File: src/rtl/ppu_pkg.sv
// Shared posit-unit sizing and operation encoding.
// Widths are derived from the posit width N through the helper functions.
package ppu_pkg;

  localparam int POSIT_N = 16;
  localparam int POSIT_ES = 1;

  function automatic int te_size(input int n);
    return POSIT_ES + $clog2(n) + 2;
  endfunction

  function automatic int mant_size(input int n);
    return n - 2;
  endfunction

  localparam int TE_SIZE = te_size(POSIT_N);
  localparam int MANT_SIZE = mant_size(POSIT_N);
  localparam int MANT_ADD_RESULT_SIZE = MANT_SIZE + 1;

  typedef enum logic {
    ADD = 1'b0,
    SUB = 1'b1
  } op_t;

endpackage

File: src/rtl/shift_right_sticky.sv
// Logical right shift that ORs every bit shifted past the LSB into a sticky flag.
// Shift amounts of W or more clear the result and fold the whole input into sticky.
module shift_right_sticky #(
  parameter int W = 15,
  parameter int SW = 4
) (
  input  logic [W-1:0]  data,
  input  logic [SW-1:0] shamt,
  output logic [W-1:0]  shifted,
  output logic          sticky
);

  always_comb begin
    shifted = '0;
    sticky = 1'b0;
    if (32'(shamt) >= W) begin
      shifted = '0;
      sticky = |data;
    end else begin
      shifted = data >> shamt;
      sticky = |(data & ~({W{1'b1}} << shamt));
    end
  end

endmodule

File: src/rtl/add_align_pipe.sv
// Two-stage posit adder front end: orders operands, aligns the smaller mantissa
// to the larger exponent and produces the unnormalised sum or difference.
module add_align_pipe
  import ppu_pkg::*;
#(
  parameter int N = 16,
  localparam int TE_W = te_size(N),
  localparam int MANT_W = mant_size(N),
  localparam int MADD_W = MANT_W + 1
) (
  input  logic              clk,
  input  logic              rst,
  input  logic              in_valid,
  output logic              in_ready,
  input  logic              a_sign,
  input  logic [TE_W-1:0]   a_te,
  input  logic [MANT_W-1:0] a_mant,
  input  logic              b_sign,
  input  logic [TE_W-1:0]   b_te,
  input  logic [MANT_W-1:0] b_mant,
  output logic              out_valid,
  input  logic              out_ready,
  output logic [MADD_W-1:0] out_mant,
  output logic [TE_W-1:0]   out_te,
  output logic              out_sign,
  output logic              out_sticky,
  output logic              out_zero
);

  localparam int SH_W = $clog2(MADD_W + 1);

  logic advance;

  logic              a_big;
  logic [TE_W:0]     te_diff;
  logic [SH_W-1:0]   shamt_sat;

  logic              s1_valid;
  logic [MANT_W-1:0] s1_big_mant;
  logic [MANT_W-1:0] s1_small_mant;
  logic [SH_W-1:0]   s1_shamt;
  op_t               s1_op;
  logic              s1_sign;
  logic [TE_W-1:0]   s1_te;

  logic [MADD_W-1:0] small_aligned;
  logic              small_sticky;
  logic [MADD_W-1:0] sum;
  logic              sum_zero;

  // One global enable: every stage moves together or the whole pipe stalls.
  assign advance = !out_valid || out_ready;
  assign in_ready = advance;

  always_comb begin
    a_big = ($signed(a_te) > $signed(b_te)) ||
            ((a_te == b_te) && (a_mant >= b_mant));
    // Sign-extended by one bit; the big-minus-small difference is never negative.
    if (a_big)
      te_diff = {a_te[TE_W-1], a_te} - {b_te[TE_W-1], b_te};
    else
      te_diff = {b_te[TE_W-1], b_te} - {a_te[TE_W-1], a_te};
    if (te_diff >= (TE_W + 1)'(MADD_W))
      shamt_sat = SH_W'(MADD_W);
    else
      shamt_sat = te_diff[SH_W-1:0];
  end

  always_ff @(posedge clk or posedge rst) begin
    if (rst) begin
      s1_valid      <= 1'b0;
      s1_big_mant   <= '0;
      s1_small_mant <= '0;
      s1_shamt      <= '0;
      s1_op         <= ADD;
      s1_sign       <= 1'b0;
      s1_te         <= '0;
    end else if (advance) begin
      s1_valid <= in_valid;
      if (in_valid) begin
        s1_big_mant   <= a_big ? a_mant : b_mant;
        s1_small_mant <= a_big ? b_mant : a_mant;
        s1_shamt      <= shamt_sat;
        s1_op         <= (a_sign == b_sign) ? ADD : SUB;
        s1_sign       <= a_big ? a_sign : b_sign;
        s1_te         <= a_big ? a_te : b_te;
      end
    end
  end

  shift_right_sticky #(
    .W (MADD_W),
    .SW(SH_W)
  ) u_shift (
    .data   ({1'b0, s1_small_mant}),
    .shamt  (s1_shamt),
    .shifted(small_aligned),
    .sticky (small_sticky)
  );

  always_comb begin
    if (s1_op == ADD)
      sum = {1'b0, s1_big_mant} + small_aligned;
    else
      sum = {1'b0, s1_big_mant} - small_aligned;
    sum_zero = (sum == '0) && !small_sticky;
  end

  always_ff @(posedge clk or posedge rst) begin
    if (rst) begin
      out_valid  <= 1'b0;
      out_mant   <= '0;
      out_te     <= '0;
      out_sign   <= 1'b0;
      out_sticky <= 1'b0;
      out_zero   <= 1'b0;
    end else if (advance) begin
      out_valid <= s1_valid;
      if (s1_valid) begin
        out_mant   <= sum;
        out_te     <= s1_te;
        out_sign   <= sum_zero ? 1'b0 : s1_sign;
        out_sticky <= small_sticky;
        out_zero   <= sum_zero;
      end
    end
  end

endmodule

File: config.mk
export PLATFORM = sky130hd
export DESIGN_NAME = add_align_pipe
export DESIGN_NICKNAME = d
export VERILOG_FILES = /design/src/rtl/ppu_pkg.sv /design/src/rtl/shift_right_sticky.sv /design/src/rtl/add_align_pipe.sv
export SDC_FILE = /design/constraint.sdc
export NUM_CORES = 1
export LEC_CHECK = 0
export CAP_MARGIN = 20
export CORE_ASPECT_RATIO = 1.5
export CORE_MARGIN = 3
export CORE_UTILIZATION = 55
export DETAILED_ROUTE_END_ITERATION = 12
export PLACE_DENSITY = 0.8
export SYNTH_ARGS = -nofsm -noshare
export SYNTH_HDL_FRONTEND = slang
export SYNTH_SLANG_ARGS = --single-unit
File: constraint.sdc
create_clock -name clk -period 5.35 [get_ports clk]
set_input_delay 1.605 -clock clk [delete_from_list [all_inputs] [get_ports clk]]
set_output_delay 1.605 -clock clk [all_outputs]
set_load 0.03 [all_outputs]
==> results_dict.tcl <==
set metrics [dict create \
    grt_pass1_vias 5266 \
    worstPathArrival_ps 5060 \
    slew_headroom_pct 50.71 \
    finalSetupViolCount 0 \
    numClockSinks 68 \
    cap_viol_max_count 0 \
    max_freq_mhz 206.0 \
    core_area_sq_um 9910 \
    die_area_sq_um 11650 \
    die_h_microns 130.7 \
    period_share_pct 90.72 \
    fin_util_pct 68.67 \
    routedWlPerCell_microns 18.94 \
    grt_remaining_overflow 0 \
    syn_avg_cell_area_sq_um 8.526 \
    h-tree-depth 3 \
    wl_met3_microns 696 \
    grt_first_pass_wirelength_mm 25.98 \
    skew_ps 4.868 \
    place_congestion 0.9191 \
    synth_nets 763 \
    rows 44 \
    ctsLongestPathBuffers 2 \
    yosysUniqueCellTypes 65 \
    status "completed" \
    synth_top_cell_area_share_pct 29.83 \
    ys_seq_area_share_pct 29.83 \
    first_iter_violations 580 \
    die_w_microns 89.15 \
    synth_common_cells "o21ai_0, nand2_1, dfrtp_1" \
    p_leak_nw 3.070 \
    synth_edf_count 0 \
    fin_nets 822 \
    yosysMostFrequentCell "o21ai_0" \
    combPwrFrac_pct 49.7 \
    routed.top_layer "met4" \
    reg2reg_setup_slack_ps 500 \
    tritoncts "done" \
    cp_max_fo 14 \
    cts_inserted_buffers 9 \
    clkPwrFrac_pct 22.2 \
    swShare_pct 42.44 \
    hold_viol 0 \
    dr.pass1.iters 5 \
    async_flop_share_pct 100.0 \
    netlist_area_sq_um 5704 \
    synthTopCellsByArea "dfrtp_1, ha_1, o21ai_0" \
    initial_core_util_pct 57.56 \
    critPathCaptureType "flip-flop" \
    dr_wl_met2_mm 8.599 \
    hp-class "reg -> reg" \
    critPathLaunchType "flip-flop" \
    n_antenna_cell 0 \
    p_sw_mw 1.195 \
    tightest_slew_ps 737.8 \
    ys_ff_latch 68 \
    grt_usage_pct 29.06 \
    ctsRootBufferMaster "clkbuf_16" \
    clkLatencyLatePin_ps 340 \
    layout-drive-gt1-share_pct 8.595 \
    top_level_ports 75 \
    fin_tns_setup_ps 0 \
    p_int_mw 1.620 \
    critical_path_class "reg -> reg" \
    dp_hpwl_mm 12.62 \
    yosys_warnings 0 \
    layout_min_cycle_time_ps 4853 \
    peakVddDrop_mv 0.2364 \
    p_per_area_nw_per_um2 413.7 \
    drv_slew 0 \
    ant_nets 0 \
    syn2layout_area_growth_pct 19.30 \
    required_ps 5560 \
    drt_wl_total_mm 16.06 \
    vias_per_cell 6.257 \
    portBuffers 74 \
    wl_met1_mm 5.918 \
    p_seq_share_pct 28.1 \
    fillers 823 \
    antenna_found_initial 0 \
    grt_max_degree 75 \
    num_vias 5306 \
    drc 0 \
    yosysTopAreaCell "dfrtp_1" \
    path_clk_slew_ps 60 \
    cts_setup_buffers 0 \
    rsz0062_at_grt "no" \
    syn_inst 669 \
    synth_ff_type "dfrtp_1" \
]
path summary, 6_finish.rpt:
kind                                         startpoint                 endpoint  depth (start not counted)
worst max-delay path            s1_shamt[0]$_DFFE_PP0P_     out_sign$_DFFE_PP0P_                         16
worst min-delay path               s1_te[3]$_DFFE_PP0P_     s1_te[3]$_DFFE_PP0P_                          2
worst max register to register  s1_shamt[0]$_DFFE_PP0P_     out_sign$_DFFE_PP0P_                         16
worst min register to register     s1_te[3]$_DFFE_PP0P_     s1_te[3]$_DFFE_PP0P_                          2
max in group asynchronous                           rst  s1_shamt[0]$_DFFE_PP0P_                          3
min in group asynchronous                           rst     s1_te[3]$_DFFE_PP0P_                          2
logic make-up (layout without fill, tap and decap cells):
| logic type | Yosys count | count (layout) | synth area share [%] |
|---|---|---|---|
| AO/OA/AOI/OAI | 193 | 193 | 20.64 |
| XOR/XNOR | 23 | 23 | 3.531 |
| buffers and inverters | 88 | 152 | 6.712 |
| multiplexers | 56 | 56 | 12.09 |
| AND/OR/NAND/NOR | 195 | 195 | 16.71 |
| flip-flops | 68 | 68 | 29.83 |
| adder cells (fa/ha/maj) | 46 | 46 | 10.48 |
power groups by stage:
stage	clock [mW]	sequential, mW	combinational (mW)
after floorplan	0	0.896	0.833
after global placement	0	0.786	1.34
after detailed placement	0	0.795	1.38
after CTS	0.630	0.786	1.39
after global routing	0.653	0.806	1.53
final	0.625	0.790	1.40
per-stage QoR:
stage / instance area, sq um / hold WS [ps] / instances / setup WS (ps) / total power, mW
2_1_floorplan: 5704 / 446.0 / 669 / 1154 / 1.729
3_3_place_gp: 6495 / 461.4 / 832 / 80.61 / 2.127
3_5_place_dp: 6495 / 467.0 / 832 / 101.2 / 2.176
4_1_cts: 6803 / 480.5 / 848 / 345.1 / 2.807
5_1_grt: 6805 / 515.7 / 848 / 145.5 / 2.989
6_report: 6805 / 475.1 / 848 / 496.5 / 2.815
registers in the layout, indices dropped and copies added, names as in the netlist:
name / count
out_mant: 15
s1_big_mant: 14
s1_small_mant: 14
out_te: 7
s1_te: 7
s1_shamt: 4
out_sign: 1
out_sticky: 1
out_valid: 1
out_zero: 1
s1_op: 1
s1_sign: 1
s1_valid: 1
timing repair:
action / 4_1_cts / 5_1_grt
gates resized for setup: 0 / 2
hold endpoints to repair: 0 / 0
endpoints found under the setup margin: 0 / 2
hold buffers: 0 / 0
layer usage:
metal / vias up / track usage, %
met5: - / 0
li1: 2517 / -
met2: 212 / 54.06
met3: 67 / 4.329
met1: 2510 / 30.60
met4: 0 / 15.34
cells in the final DEF, fill, tap and decap left out, types with 4 or more instances in the layout:
master / synthesis / routed
a21o_1: 10 / 10
or3_1: 4 / 4
nor2_1: 55 / 55
and2_1: 4 / 4
a21oi_1: 53 / 53
a211oi_1: 4 / 4
nor3_1: 6 / 6
nand4_1: 5 / 5
a221oi_1: 4 / 4
clkbuf_16: 0 / 9
nand2_1: 71 / 70
clkdlybuf4s50_1: 0 / 74
o21a_1: 4 / 4
nor2b_1: 6 / 6
nor4_1: 6 / 6
xor2_1: 11 / 11
nand3_1: 6 / 6
mux4_2: 5 / 5
ha_1: 43 / 43
o22ai_1: 4 / 4
a31oi_1: 10 / 10
buf_4: 4 / 14
nor3b_1: 4 / 4
mux2_2: 14 / 14
dfrtp_1: 68 / 66
nor4b_1: 4 / 4
xnor2_1: 12 / 12
o21ai_0: 72 / 72
nand2b_1: 6 / 6
inv_1: 48 / 47
mux2i_1: 34 / 34
critical path, cell delays in order, from the launching register on:
cell and delay, ps:
dfrtp_2 530, buf_4 230, nor3b_1 630, mux4_2 390, inv_1 60, ha_1 260
nor2_1 140, xor2_1 260, ha_1 330, a211oi_1 410, o21ai_0 170, a21oi_1 200
xnor2_1 150, nor4b_1 390, nand3_1 160, nor4_2 330, a21oi_1 70
area by class of cell:
type                       instances  area (sq um)  area share [%]
clock inverter                     7         82.58           1.213
clock buffer                       9         225.2           3.309
timing repair buffer              88         845.8           12.43
multi-input combinational        513          3623           53.25
inverter                          48         180.2           2.648
tap                              115         143.9           2.114
sequential                        68          1704           25.04
Power figures use the tool's default switching activity.
